<file path="src/rtl/alu_share_arbiter.sv">
// Round-robin sequencer that shares one ALU among NREQ requesters: latch operands,
// execute for one cycle, then return result/zero over a per-requester valid/ready handshake.
module alu_share_arbiter #(
  parameter int NREQ = 4,
  parameter int CNTW = 16
) (
  input  logic                 clk,
  input  logic                 reset,
  input  logic [NREQ-1:0]      req,
  input  logic [NREQ*32-1:0]   a_bus,
  input  logic [NREQ*32-1:0]   b_bus,
  input  logic [NREQ*3-1:0]    alucont_bus,
  output logic [NREQ-1:0]      gnt,
  output logic [NREQ-1:0]      rsp_valid,
  input  logic [NREQ-1:0]      rsp_ready,
  output logic [31:0]          result,
  output logic                 zero,
  output logic                 busy,
  output logic [CNTW-1:0]      ops_done
);
  localparam int OW = $clog2(NREQ);

  typedef enum logic [1:0] {IDLE, EXEC, RESP} state_t;

  state_t          state_reg;
  logic [OW-1:0]   owner_reg;
  logic [OW-1:0]   last_reg;
  logic [31:0]     opa_reg;
  logic [31:0]     opb_reg;
  logic [2:0]      opc_reg;
  logic [31:0]     res_q;
  logic            zero_q;
  logic [CNTW-1:0] ops_done_reg;

  logic [OW-1:0]   win_next;
  logic            any_req;
  logic [OW:0]     scan_sum;
  logic [OW-1:0]   scan_idx;
  logic [31:0]     alu_result;
  logic            alu_zero;

  // Scan from the farthest candidate back to last+1 so the nearest requester wins.
  always_comb begin
    win_next = '0;
    scan_sum = '0;
    scan_idx = '0;
    any_req  = |req;
    for (int k = NREQ; k >= 1; k--) begin
      scan_sum = {1'b0, last_reg} + (OW+1)'(k);
      if (scan_sum >= (OW+1)'(NREQ))
        scan_sum = scan_sum - (OW+1)'(NREQ);
      scan_idx = scan_sum[OW-1:0];
      if (req[scan_idx])
        win_next = scan_idx;
    end
  end

  alu u_alu (
    .a       (opa_reg),
    .b       (opb_reg),
    .alucont (opc_reg),
    .result  (alu_result),
    .zero    (alu_zero)
  );

  always_ff @(posedge clk) begin
    if (!reset) begin
      state_reg    <= IDLE;
      owner_reg    <= '0;
      last_reg     <= OW'(NREQ-1);
      opa_reg      <= '0;
      opb_reg      <= '0;
      opc_reg      <= '0;
      res_q        <= '0;
      zero_q       <= 1'b0;
      ops_done_reg <= '0;
    end else begin
      case (state_reg)
        IDLE: begin
          if (any_req) begin
            opa_reg   <= a_bus[win_next*32 +: 32];
            opb_reg   <= b_bus[win_next*32 +: 32];
            opc_reg   <= alucont_bus[win_next*3 +: 3];
            owner_reg <= win_next;
            last_reg  <= win_next;
            state_reg <= EXEC;
          end
        end
        EXEC: begin
          res_q     <= alu_result;
          zero_q    <= alu_zero;
          state_reg <= RESP;
        end
        RESP: begin
          if (rsp_ready[owner_reg]) begin
            ops_done_reg <= ops_done_reg + 1'b1;
            if (any_req) begin
              opa_reg   <= a_bus[win_next*32 +: 32];
              opb_reg   <= b_bus[win_next*32 +: 32];
              opc_reg   <= alucont_bus[win_next*3 +: 3];
              owner_reg <= win_next;
              last_reg  <= win_next;
              state_reg <= EXEC;
            end else begin
              state_reg <= IDLE;
            end
          end
        end
        default: state_reg <= IDLE;
      endcase
    end
  end

  // Handshake outputs depend only on registered state and owner.
  for (genvar gi = 0; gi < NREQ; gi++) begin : g_dec
    assign gnt[gi]       = (state_reg == EXEC) && (owner_reg == OW'(gi));
    assign rsp_valid[gi] = (state_reg == RESP) && (owner_reg == OW'(gi));
  end

  assign result   = res_q;
  assign zero     = zero_q;
  assign busy     = (state_reg != IDLE);
  assign ops_done = ops_done_reg;
endmodule

// 32-bit ALU: AND / OR / add / set-less-than, with bit 2 selecting invert-B-plus-one.
module alu (
  input  logic [31:0] a,
  input  logic [31:0] b,
  input  logic [2:0]  alucont,
  output logic [31:0] result,
  output logic        zero
);
  logic [31:0] b_sel;
  logic [31:0] sum;

  assign b_sel = alucont[2] ? ~b : b;
  assign sum   = a + b_sel + {31'b0, alucont[2]};

  always_comb begin
    result = '0;
    case (alucont[1:0])
      2'b00:   result = a & b_sel;
      2'b01:   result = a | b_sel;
      2'b10:   result = sum;
      default: result = {31'b0, sum[31]};
    endcase
  end

  assign zero = (result == 32'b0);
endmodule

</file>
<file path="config.mk">
export PLATFORM = sky130hd
export DESIGN_NAME = alu_share_arbiter
export DESIGN_NICKNAME = d
export VERILOG_FILES = /design/src/rtl/alu_share_arbiter.sv
export SDC_FILE = /design/constraint.sdc
export NUM_CORES = 1
export LEC_CHECK = 0
export CORE_UTILIZATION = 47
export CTS_CLUSTER_DIAMETER = 40
export DETAILED_ROUTE_END_ITERATION = 8
export GPL_ROUTABILITY_DRIVEN = 0
export HOLD_SLACK_MARGIN = 0.15
export PLACE_DENSITY = 0.91
export SLEW_MARGIN = 20
export SYNTH_ARGS = -nofsm -noshare
export SYNTH_HDL_FRONTEND = slang
export SYNTH_SLANG_ARGS = --single-unit
</file>
<file path="constraint.sdc">
create_clock -name clk -period 4.5 [get_ports clk]
set_input_delay 0.9 -clock clk [delete_from_list [all_inputs] [get_ports clk]]
set_output_delay 0.9 -clock clk [all_outputs]
set_load 0.005 [all_outputs]
</file>
==> results.sh <==
export IMPL_cap_violations=0
export IMPL_grt_remaining_overflow=0
export IMPL_cts_max_path_buffers=2
export IMPL_cpPeakStageDelay_ns=0.62
export IMPL_slew_violations=0
export IMPL_utilization=0.689
export IMPL_fill_cells=1583
export IMPL_cts_tree="yes"
export IMPL_grt_pass1_wl_um=52700
export IMPL_dieArea_um2=21300
export IMPL_finalHoldViolations=0
export IMPL_nets=1985
export IMPL_period_share=0.938
export IMPL_dp_hpwl_um=25400
export IMPL_post_cts_setup_buffer_count=0
export IMPL_coreArea_um2=20200
export IMPL_p_sw_frac=0.396
export IMPL_irDropWorstVdd_mv=0.218
export IMPL_worstSkewPairLatency_ns=0.43
export IMPL_avgSynthCellArea_um2=7.16
export IMPL_netlist_area_um2=9720
export IMPL_drt_vias_per_instance=5.72
export IMPL_p_per_area_nw_per_um2=388
export IMPL_worstMarginPinSlew_ns=0.902
export IMPL_cp_slowest_cell="o41ai_1"
export IMPL_num_vias=11000
export IMPL_critical_path_required_ns=4.84
export IMPL_postRouteAntennaNets=0
export IMPL_dominantRegCellSynth="dfxtp_1"
export IMPL_antenna_found_initial=1
export IMPL_portBuffers=335
export IMPL_multiInputGateArea_um2=6660
export IMPL_avgRoutedWirePerCell_um=17.1
export IMPL_cts_made_buffers=17
export IMPL_grt_pass1_vias=10400
export IMPL_drt_first_pass_iters=6
export IMPL_criticalPathCategory="flip-flop to flip-flop"
export IMPL_crit_family="compound AO/OA/AOI/OAI gates"
export IMPL_crit_path_cell_trace="buf_4 > xor2_1 > ha_1 > a21oi_1 > o21ai_0 > a22oi_1 > a21o_1 > o41ai_1 > xor2_1 > a211o_1 > nand4b_1 > nor4_1 > nand4_1 > o31ai_2"
export IMPL_seqPwrFrac=0.258
export IMPL_synthCells=1357
export IMPL_synthArstFlopShare=0
export IMPL_die_h_um=146
export IMPL_max_slew_margin_rel=0.396
export IMPL_drc_errors=0
export IMPL_synth_nets=1701
export IMPL_setup_viol=0
export IMPL_drt_iter0_markers=868
export IMPL_power_switching_mw=2.14
export IMPL_syn2layout_area_growth_pct=43.5
export IMPL_skew_ns=0.00795
export IMPL_rsz0062_at_grt="no"
export IMPL_die_x_um=146
export IMPL_finalSetupTns_ns=0
export IMPL_cp_num_buf_inv=1
export IMPL_clkPwrFrac=0.251
export IMPL_start_util=0.480
export IMPL_crit_fanout=13
export IMPL_cts_clk_slew_worst_paths_ns=0.06
export IMPL_drt_wl_total_um=33000
export IMPL_grt_usage=0.305
export IMPL_cts_resized=0
export IMPL_synth_edff_count=0
export IMPL_p_int_mw=3.27
export IMPL_cts_max_level=4
export IMPL_fp_row_count=52
export IMPL_ff_latch_area_um2=2440
export IMPL_min_period_ns=4.22
export IMPL_ys_seq_area_frac=0.251
export IMPL_status="finished, final reports clean"
export IMPL_cts_sink_count=122
export IMPL_worstPathArrival_ns=4.56
export IMPL_grt_max_degree=109
export IMPL_max_freq_ghz=0.237
export IMPL_ys_ff_latch=122
export IMPL_synth_distinct_cells=66
export IMPL_ys_warn_count=0
export IMPL_cts_root_buf="clkbuf_16"
export IMPL_combPwrFrac=0.491
export IMPL_leakage_nw=5.59
export IMPL_hold_class="flip-flop to flip-flop"
export IMPL_startpoint_type="flip-flop"
export IMPL_layout_drive_gt1_share=0.0448
export IMPL_pin_count=336
export IMPL_cp_common_cell="xor2_1"
export IMPL_end_kind="flip-flop"
export IMPL_cts_hold_buf=0
-- logic make-up after synthesis --
| family | after synthesis | share of synthesized area |
|---|---|---|
| AND/OR/NAND/NOR | 521 | 0.241 |
| AO/OA/AOI/OAI | 394 | 0.278 |
| buffers and inverters | 175 | 0.0686 |
| flip-flops | 122 | 0.251 |
| adder cells (fa/ha/maj) | 66 | 0.0857 |
| XOR/XNOR | 62 | 0.0559 |
| multiplexers | 17 | 0.0194 |
-- cell usage in the layout, fill, tap and decap left out, types with 4 or more instances in the layout --
cell type,instances
a21o_1,9
nor2b_1,6
a211oi_1,96
o211ai_1,9
o31ai_1,4
nand4_1,10
buf_4,22
nand2_1,193
nand3_1,11
and4_1,6
a311oi_1,68
mux2i_1,13
clkinv_2,6
clkbuf_1,4
buf_12,6
clkdlybuf4s50_1,335
xor2_1,48
clkbuf_16,17
dfxtp_1,121
a21oi_1,113
nor2_1,171
nor3_1,16
o21a_1,4
a31oi_1,4
inv_1,76
a21boi_0,4
and3_1,6
ha_1,65
nand2b_1,15
xnor2_1,14
and2_1,67
o221ai_1,5
o21ai_0,40
and2_0,7
-- layer usage --
metal | vias to the layer above | GRT usage | wire length [um]
li1 | 5346 | - | -
met1 | 5091 | 0.382 | 13600
met2 | 479 | 0.518 | 15900
met3 | 85 | 0.0586 | 2420
met4 | 0 | 0.113 | 1030
met5 | - | 0 | 0
-- power by group through the flow --
stage	sequential [mW]	combinational, mW	clock, mW
2_1_floorplan	1.34	1.74	0
3_3_place_gp	1.40	2.51	0
3_5_place_dp	1.41	2.59	0
4_1_cts	1.39	2.60	1.37
5_1_grt	1.41	2.91	1.42
6_report	1.39	2.66	1.36
-- layout make-up --
type                       count  area share
tap                          270      0.0242
timing repair buffer         363       0.261
antenna                        1    0.000179
sequential                   122       0.175
clock buffer                  22      0.0326
inverter                      77      0.0208
multi-input combinational   1060       0.477
clock inverter                 9     0.00879
-- final timing paths --
path	startpoint	endpoint	slack (ns)	cells after the start
setup / recovery	opc_reg[2]	zero	0.28	14
hold / removal	result[13]	result[13]	0.47	2
setup reg to reg	opc_reg[2]	zero	0.28	14
hold reg to reg	result[13]	result[13]	0.47	2
-- metrics by stage --
step	setup slack, ns	cells	area [um^2]	total power, mW	hold WS (ns)
floorplan	0.605	1357	9720	3.08	0.453
global placement	0.489	1892	13400	3.91	0.462
detailed placement	0.379	1892	13400	4.00	0.461
CTS	0.366	1923	13900	5.36	0.469
global route	0.0890	1924	13900	5.75	0.486
finish	0.278	1924	13900	5.41	0.469
-- synthesized netlist by cell type (7+ instances only) --
cell type,count,share of area
nand2_1,193,0.075
o21ai_0,40,0.021
o211ai_1,9,0.0070
and2_0,7,0.0045
a21o_1,10,0.0077
a211oi_1,96,0.074
xor2_1,48,0.043
nand2b_1,15,0.0097
nor3_1,16,0.0082
nor2b_1,7,0.0045
buf_1,11,0.0042
clkbuf_1,84,0.032
nor2_1,171,0.066
mux2i_1,13,0.013
and2_1,67,0.043
nand3_1,11,0.0057
xnor2_1,14,0.013
nand4_1,10,0.0064
a21oi_1,114,0.059
ha_1,65,0.084
inv_1,76,0.029
a311oi_1,68,0.061
dfxtp_1,122,0.25
-- tightest hold or removal path: cells and delay by family, from the launching register on --
kind / cells / cell delay (ns)
DFF: 1 / 0.32
and+or+nand+nor: 1 / 0.05
AOI/OAI and AO/OA: 1 / 0.05
(Power assumes the default switching activity.)
